## config.mk

```make
export PLATFORM = sky130hd
export DESIGN_NAME = lsu_ram_master
export DESIGN_NICKNAME = d
export VERILOG_FILES = /design/src/rtl/lsu_ram_master.sv
export SDC_FILE = /design/constraint.sdc
export NUM_CORES = 1
export LEC_CHECK = 0
export CORE_ASPECT_RATIO = 1.2
export CORE_MARGIN = 1.5
export CORE_UTILIZATION = 47
export CTS_CLUSTER_SIZE = 28
export DETAILED_ROUTE_END_ITERATION = 6
export PLACE_DENSITY_LB_ADDON = 0.08
export SYNTH_ARGS = -nofsm -noshare
export SYNTH_HDL_FRONTEND = slang
export SYNTH_SLANG_ARGS = --single-unit
```

## constraint.sdc

```tcl
create_clock -name clk -period 3.9 [get_ports clk]
set_input_delay 0.78 -clock clk [delete_from_list [all_inputs] [get_ports clk]]
set_output_delay 0.78 -clock clk [all_outputs]
set_load 0.02 [all_outputs]
```

## src/rtl/lsu_ram_master.sv

```systemverilog
// Load/store unit master for a single-port-style word RAM with registered read.
// Optional LSU_MISALIGN_TRAP_EN turns misaligned half/word accesses into errors.
module lsu_ram_master #(
    parameter int RAM_WORDS = 32
) (
    input  logic        clk,
    input  logic        rst_n,
    input  logic        req_valid_i,
    output logic        req_ready_o,
    input  logic        req_we_i,
    input  logic [2:0]  req_funct3_i,
    input  logic [31:0] req_addr_i,
    input  logic [31:0] req_wdata_i,
    output logic        rsp_valid_o,
    output logic [31:0] rsp_rdata_o,
    output logic        rsp_err_o,
    output logic        ram_wr_en_o,
    output logic [31:0] ram_wr_addr_o,
    output logic [31:0] ram_wr_data_o,
    output logic [31:0] ram_rd_addr_o,
    input  logic [31:0] ram_rd_data_i
);

    typedef enum logic [1:0] {IDLE, RDATA, WRITE, RESP} state_t;

    state_t      r_state, w_next;
    logic        r_we;
    logic [2:0]  r_funct3;
    logic [31:0] r_addr;
    logic [31:0] r_wdata;
    logic [31:0] r_rdata;
    logic        r_rsp_err;

    logic        w_accept, w_fn_bad, w_idx_bad, w_mis, w_err;
    logic [1:0]  w_off;
    logic [31:0] w_shift, w_load, w_mask, w_ins, w_merged;

    assign w_accept = (r_state == IDLE) && req_valid_i;

    always_comb begin
        w_fn_bad = 1'b0;
        if (req_we_i)
            w_fn_bad = req_funct3_i[2] || (req_funct3_i == 3'b011);
        else
            w_fn_bad = (req_funct3_i == 3'b011) || (req_funct3_i == 3'b110) ||
                       (req_funct3_i == 3'b111);
    end

    assign w_idx_bad = {2'b00, req_addr_i[31:2]} >= 32'(RAM_WORDS);

`ifdef LSU_MISALIGN_TRAP_EN
    assign w_mis = ((req_funct3_i[1:0] == 2'b01) && req_addr_i[0]) ||
                   ((req_funct3_i[1:0] == 2'b10) && (req_addr_i[1:0] != 2'b00));
`else
    assign w_mis = 1'b0;
`endif

    assign w_err = w_fn_bad || w_idx_bad || w_mis;

    // Lane offset: low bits a size cannot address are ignored (only reachable untrapped).
    always_comb begin
        case (r_funct3[1:0])
            2'b00:   w_off = r_addr[1:0];
            2'b01:   w_off = {r_addr[1], 1'b0};
            default: w_off = 2'b00;
        endcase
    end

    assign w_shift = ram_rd_data_i >> {w_off, 3'b000};

    always_comb begin
        case (r_funct3)
            3'b000:  w_load = {{24{w_shift[7]}}, w_shift[7:0]};
            3'b001:  w_load = {{16{w_shift[15]}}, w_shift[15:0]};
            3'b100:  w_load = {24'h0, w_shift[7:0]};
            3'b101:  w_load = {16'h0, w_shift[15:0]};
            default: w_load = ram_rd_data_i;
        endcase
    end

    assign w_mask   = ((r_funct3[1:0] == 2'b00) ? 32'h0000_00FF : 32'h0000_FFFF) << {w_off, 3'b000};
    assign w_ins    = r_wdata << {w_off, 3'b000};
    assign w_merged = (ram_rd_data_i & ~w_mask) | (w_ins & w_mask);

    always_comb begin
        w_next = r_state;
        case (r_state)
            IDLE: begin
                if (req_valid_i) begin
                    if (w_err)
                        w_next = RESP;
                    else if (req_we_i && (req_funct3_i == 3'b010))
                        w_next = WRITE;
                    else
                        w_next = RDATA;
                end
            end
            RDATA:   w_next = r_we ? WRITE : RESP;
            WRITE:   w_next = RESP;
            default: w_next = IDLE;
        endcase
    end

    always_ff @(posedge clk or negedge rst_n) begin
        if (!rst_n) begin
            r_state   <= IDLE;
            r_we      <= 1'b0;
            r_funct3  <= 3'b000;
            r_addr    <= 32'h0;
            r_wdata   <= 32'h0;
            r_rdata   <= 32'h0;
            r_rsp_err <= 1'b0;
        end else begin
            r_state <= w_next;
            if (w_accept) begin
                r_we     <= req_we_i;
                r_funct3 <= req_funct3_i;
                r_addr   <= req_addr_i;
                r_wdata  <= req_wdata_i;
            end
            // Sub-word stores reuse the data register for the merged word.
            if ((r_state == RDATA) && r_we)
                r_wdata <= w_merged;
            // Response fields change only on entry to RESP so they hold between responses.
            if ((w_next == RESP) && (r_state != RESP)) begin
                r_rsp_err <= (r_state == IDLE);
                r_rdata   <= ((r_state == RDATA) && !r_we) ? w_load : 32'h0;
            end
        end
    end

    assign req_ready_o   = (r_state == IDLE);
    assign rsp_valid_o   = (r_state == RESP);
    assign rsp_rdata_o   = r_rdata;
    assign rsp_err_o     = r_rsp_err;
    assign ram_wr_en_o   = (r_state == WRITE);
    assign ram_wr_addr_o = {r_addr[31:2], 2'b00};
    assign ram_wr_data_o = r_wdata;
    assign ram_rd_addr_o = w_accept ? {req_addr_i[31:2], 2'b00} : {r_addr[31:2], 2'b00};

endmodule

```

==> results of run 1 <==
==> metrics by stage <==
stage	setup WS (ns)	hold slack, ns	cells	area [µm²]
after detailed placement	0.336	0.473	927	7710
after CTS	0.338	0.496	943	7990
after global routing	0.205	0.512	943	7990
after global placement	0.403	0.473	927	7710
after floorplan	1.14	0.483	603	5550
final	0.325	0.490	943	7990
==> worst register-to-register path, cell delays in order, from the launching register on <==
cell,delay (ns)
dfrtp_1,0.43
inv_1,0.11
ha_1,0.30
and2_2,0.57
buf_4,0.46
and4b_1,0.25
o32ai_1,0.09
a21o_1,0.21
buf_4,0.25
o2bb2ai_1,0.20
==> report_power, final <==
part | switching (mW) | internal, mW | leakage (nW) | total [mW]
Clock | 0.411 | 0.450 | 0.136 | 0.862
Combinational | 2.46 | 2.01 | 2.00 | 4.47
Sequential | 0.419 | 1.57 | 1.29 | 1.99
==> final cells by class <==
| class | count | area (µm²) |
|---|---|---|
| Inverter | 16 | 60.1 |
| Tap cell | 157 | 196 |
| Fill cell | 934 | 3530 |
| Multi-Input combinational cell | 412 | 2490 |
| Clock buffer | 11 | 243 |
| Clock inverter | 5 | 31.3 |
| Timing Repair Buffer | 239 | 2390 |
| Sequential cell | 103 | 2580 |
==> worst paths after layout <==
check / from / to / slack, ns / cells after the start
worst max register to register: r_state[0]$_DFF_PN0_ / rsp_rdata_o[19]$_DFFE_PN0P_ / 0.89 / 9
max in group asynchronous: rst_n / r_addr[1]$_DFFE_PN0P_ / 2.64 / 2
min in group asynchronous: rst_n / r_addr[30]$_DFFE_PN0P_ / 0.54 / 1
worst min register to register: rsp_err_o$_DFFE_PN0P_ / rsp_err_o$_DFFE_PN0P_ / 0.49 / 1
worst max-delay path: req_valid_i / ram_rd_addr_o[2] / 0.33 / 5
worst min-delay path: rsp_err_o$_DFFE_PN0P_ / rsp_err_o$_DFFE_PN0P_ / 0.49 / 1
==> layout by cell type (no fill, tap or decap), drive strengths merged, types with 2 or more instances in the layout <==
| master | count |
|---|---|
| clkdlybuf4s50 | 229 |
| nand2 | 161 |
| dfrtp | 103 |
| o2bb2ai | 32 |
| nor2 | 30 |
| mux2i | 20 |
| a21oi | 19 |
| and3 | 17 |
| inv | 17 |
| a22oi | 16 |
| o22ai | 15 |
| clkbuf | 11 |
| a211oi | 10 |
| mux2 | 10 |
| buf | 10 |
| o21ai | 9 |
| a221oi | 8 |
| a31oi | 7 |
| a22o | 7 |
| o211ai | 6 |
| nor4 | 6 |
| o31a | 5 |
| nor3 | 5 |
| nor2b | 4 |
| ha | 4 |
| conb | 4 |
| nand4 | 3 |
| clkinv | 3 |
| mux4 | 2 |
| and2 | 2 |
==> logic make-up (layout without fill, tap and decap cells) <==
logic type,after synthesis,after routing,synth area share [%]
and+or+nand+nor,233,233,18.2
AOI/OAI and AO/OA,139,139,18.8
DFF,103,103,46.6
buffers and inverters,88,271,8.77
muxes,32,32,6.69
adders and majority gates,4,4,0.904
other,1,4,0.0678
==> routing by layer <==
metal / global-route usage (%) / vias up / share of wire (%)
met3: 6.71 / 32 / 9.4
met4: 10.2 / 0 / 2.4
met1: 35.3 / 2591 / 38
li1: - / 2450 / -
met5: 0 / - / 0
met2: 51.0 / 283 / 50
==> impl_metrics.json, run 1 <==
{
  "ys.flop_type": "dfrtp_1",
  "clkSlewWorstSetupHoldPaths_ns": 0.07,
  "critPathMaxStageDelay_ns": 0.64,
  "period_minus_slack_ns": 3.57,
  "coreArea_mm2": 0.0115,
  "io_buffers": 230,
  "area_growth_syn_to_layout_pct": 44.3,
  "fin_nets": 888,
  "root_buffer": "clkbuf_16",
  "power_density_mw_per_mm2": 916,
  "hpwl_um": 13800,
  "firstDrtPassIters": 7,
  "ys_async_sr_fraction_pct": 100,
  "die_h_um": 122,
  "ctsResizeCount": 0,
  "cellLeakagePower_nw": 3.42,
  "grt_pass1_wl_um": 27900,
  "endpoint_kind": "output port",
  "synth-seq-area-share_pct": 46.6,
  "cp_max_fo": 31,
  "final_util_pct": 69.4,
  "worstHoldPathType": "flip-flop to flip-flop",
  "hold_viol": 0,
  "yosys_warnings": 0,
  "synthTopCellsByCount": "161 x nand2_1, 103 x dfrtp_1, 36 x buf_4",
  "max_freq_mhz": 280,
  "cts_buffer_depth": 2,
  "drt_wl_total_um": 18400,
  "ys_ff_latch": 103,
  "slew_headroom_pct": 24.4,
  "cts_hold_buffers": 0,
  "die_w_um": 102,
  "worstPathCellList": "clkdlybuf4s50_1 -> and2_2 -> nand2_1 -> nand2_1 -> clkdlybuf4s50_1",
  "status": "finished, final reports clean",
  "synth_top_area_share_pct": 46.6,
  "cp_num_buf_inv": 2,
  "diodes": 0,
  "maxCapViolations": 0,
  "worst_ep_arrival_time_ns": 2.79,
  "track_usage_pct": 29.3,
  "cts_buffers": 9,
  "antenna_found_initial": 0,
  "syn-cell-area_mm2": 0.00553,
  "synth-edff-count": 0,
  "setup.worst_path.start_class": "primary input",
  "setup_viol_count_final": 0,
  "fp.dieArea_mm2": 0.0124,
  "drt-initial-drc-count": 392,
  "required_ns": 3.12,
  "grt_overflow": 0,
  "drive_gt1_share_pct": 5.85,
  "pin_count": 235,
  "cts_tree": "yes",
  "grt_max_degree": 65,
  "post-synth-top-count-cell": "nand2_1",
  "initial_core_util_pct": 48.1,
  "rsz0062_at_grt": "no",
  "grt_pass1_vias": 5268,
  "ys_types": 49,
  "routedWlPerCell_um": 19.5,
  "clkLatencyLatePin_ns": 0.35,
  "critPathSlowestCell": "clkdlybuf4s50_1",
  "routabilityCongestion": 0.860,
  "vias": 5356,
  "synthCells": 600,
  "power.total_mw": 7.32,
  "worstSetupPathType": "primary input to output port",
  "avgSynthCellArea_um2": 9.22,
  "fin_tns_setup_ns": 0,
  "synth_area_leader_cell": "dfrtp_1",
  "fin_skew_ns": 0.00546,
  "antenna_left": 0,
  "report.final.slew_viol_count": 0,
  "worst_pin_slew_ns": 1.13,
  "vias_per_cell": 5.68,
  "cts_setup_buffers": 0,
  "post-route-period-util_pct": 91.7,
  "num_rows": 43,
  "drc": 0,
  "irDropWorstVdd_v": 0.000389,
  "netlist_top_cells_area": "dfrtp_1 47%, nand2_1 11%, o2bb2ai_1 5.1%",
  "h-tree-depth": 3,
  "clock_sinks": 103,
  "cpLargestDelayFamily": "buffers and inverters"
}
No activity file was read; power rests on OpenSTA's default activity.
==> run 2, diff against run 1 <==
--- a/config.mk
+++ b/config.mk
@@ -7,7 +7,7 @@
 export LEC_CHECK = 0
 export CORE_ASPECT_RATIO = 1.2
 export CORE_MARGIN = 1.5
-export CORE_UTILIZATION = 47
+export CORE_UTILIZATION = 43
 export CTS_CLUSTER_SIZE = 28
 export DETAILED_ROUTE_END_ITERATION = 6
 export PLACE_DENSITY_LB_ADDON = 0.08
==> constraint.sdc (replaced) <==
create_clock -name clk -period 4.05 [get_ports clk]
set_input_delay 0.81 -clock clk [delete_from_list [all_inputs] [get_ports clk]]
set_output_delay 0.81 -clock clk [all_outputs]
set_load 0.02 [all_outputs]
==> impl_metrics.json, run 2 (synthesis results as in run 1) <==
{
  "cts_buffer_depth": 2,
  "fp.dieArea_mm2": 0.0136,
  "worstRegToRegCells": 9,
  "status": "finished, final reports clean",
  "power_density_mw_per_mm2": 902,
  "antenna_found_initial": 0,
  "irDropWorstVdd_v": 0.000410,
  "grt_pass1_wl_um": 28900,
  "fill_cells": 1078,
  "cts_setup_buffers": 0,
  "cellLeakagePower_nw": 3.44,
  "pin_count": 235,
  "setup.worst_path.start_class": "primary input",
  "timing.rr.end": "rsp_rdata_o[22]$_DFFE_PN0P_",
  "seqCellArea_mm2": 0.00258,
  "coreArea_mm2": 0.0126,
  "die_h_um": 127,
  "routedWlPerCell_um": 19.7,
  "post-route-period-util_pct": 89.7,
  "clock_sinks": 103,
  "report.final.slew_viol_count": 0,
  "fin_nets": 887,
  "fin_skew_ns": 0.00628,
  "hold_depth": 1,
  "firstDrtPassIters": 5,
  "layout_commonest_cell": "clkdlybuf4s50_1",
  "p_int_mw": 4.09,
  "clkPwrFrac_pct": 14.4,
  "routabilityCongestion": 0.930,
  "clkLatencyLatePin_ns": 0.34,
  "ff2ff_setup_slack_ns": 1.01,
  "required_ns": 3.24,
  "p_comb_share_pct": 59.5,
  "cts_buffers": 9,
  "ctsResizeCount": 0,
  "slew_headroom_pct": 24.5,
  "worst_ep_arrival_time_ns": 2.82,
  "num_rows": 45,
  "whs_endpoint": "rsp_rdata_o[18]$_DFFE_PN0P_",
  "cts_tree": "yes",
  "root_buffer": "clkbuf_16",
  "grt_pass1_vias": 5301,
  "diodes": 0,
  "final_util_pct": 63.7,
  "hold_viol": 0,
  "initial_core_util_pct": 43.9,
  "maxCapViolations": 0,
  "drt_wl_total_um": 18600,
  "fin_tns_setup_ns": 0,
  "fin_area_mm2": 0.00804,
  "power_frac_seq_pct": 26.2,
  "drive_gt1_share_pct": 5.49,
  "h-tree-depth": 3,
  "m1WireLength_um": 7320,
  "vias_per_cell": 5.58,
  "hpwl_um": 14000,
  "area_growth_syn_to_layout_pct": 45.2,
  "setup_ws_ns": 0.416,
  "period_minus_slack_ns": 3.63,
  "antenna_left": 0,
  "grt_max_degree": 71,
  "clkSlewWorstSetupHoldPaths_ns": 0.07,
  "die_w_um": 107,
  "worstHoldPathType": "flip-flop to flip-flop",
  "drc": 0,
  "final_cell_mix": "229 x clkdlybuf4s50_1, 160 x nand2_1, 103 x dfrtp_1, 32 x o2bb2ai_1, 30 x nor2_1",
  "sw_frac_of_total_pct": 43.6,
  "power.total_mw": 7.25,
  "min-delay-start": "rsp_rdata_o[18]$_DFFE_PN0P_",
  "placed_area_mm2": 0.00769,
  "route.met3.wl_um": 1560,
  "cp_max_fo": 31,
  "worstSetupPathType": "primary input to output port",
  "io_buffers": 230,
  "track_usage_pct": 27.6,
  "rsz0062_at_grt": "no",
  "p_switching_mw": 3.16,
  "routed.top_layer": "met4",
  "met2_length_um": 9030,
  "endpoint_kind": "output port",
  "drt-initial-drc-count": 348,
  "vias": 5288,
  "cts_hold_buffers": 0,
  "place_worst_setup_slack_ns": 0.451,
  "reg2reg_from": "r_state[0]$_DFF_PN0_",
  "worst_pin_slew_ns": 1.13,
  "max_freq_mhz": 275,
  "grt_overflow": 0,
  "setup_viol_count_final": 0,
  "multi_input_area_mm2": 0.00249
}
[run 2: changes by cell type in the layout (fill, tap and decap cells not counted)]
| cell | delta |
|---|---|
| clkinvlp_4 | -1 |
| bufinv_16 | +4 |
| inv_6 | -1 |
| buf_12 | -2 |
| buf_4 | +1 |
| clkbuf_8 | -1 |
| clkinv_2 | -3 |
[run 2: worst max path at each step]
| stage | slack, ns | depth (start not counted) | end | start |
|---|---|---|---|---|
| finish | 0.42 | 5 | ram_rd_addr_o[21] | req_valid_i |
| floorplan | 1.26 | 8 | ram_rd_addr_o[10] | r_state[0]$_DFF_PN0_ |
| global placement | 0.49 | 5 | ram_rd_addr_o[22] | req_valid_i |
| global route | 0.31 | 5 | ram_rd_addr_o[21] | req_valid_i |
| CTS | 0.39 | 5 | ram_rd_addr_o[21] | req_valid_i |
| detailed placement | 0.45 | 5 | ram_rd_addr_o[5] | req_valid_i |
[run 2: power by group through the flow]
stage | combinational [mW] | clock [mW] | sequential [mW]
2_1_floorplan | 2.43 | 0 | 2.13
3_5_place_dp | 4.30 | 0 | 1.90
4_1_cts | 4.33 | 1.06 | 1.89
5_1_grt | 4.63 | 1.10 | 1.95
6_report | 4.31 | 1.04 | 1.90
3_3_place_gp | 4.24 | 0 | 1.89
[run 2: worst max-delay path, stage by stage]
cell and delay (ns):
clkdlybuf4s50_1 0.56, and2_2 0.55, nand2_1 0.14, nand2_1 0.11, clkdlybuf4s50_1 0.64
[run 2: routing by layer]
metal / global-route usage [%] / vias up
met4: 12.4 / 0
met3: 6.79 / 46
met5: 0 / -
met2: 45.9 / 267
li1: - / 2437
met1: 33.9 / 2538
[run 2: stage by stage]
stage,hold slack [ns],instances
6_report,0.492,947
5_1_grt,0.510,947
4_1_cts,0.498,947
3_5_place_dp,0.474,933
3_3_place_gp,0.475,933
2_1_floorplan,0.483,603
[run 2: layout make-up]
type                            count  share of cell area, %
Clock buffer                       10                   2.85
Clock inverter                      4                   1.49
Inverter                           16                  0.747
Multi-Input combinational cell    412                   30.9
Sequential cell                   103                   32.1
Tap cell                          164                   2.55
Timing Repair Buffer              238                   29.4
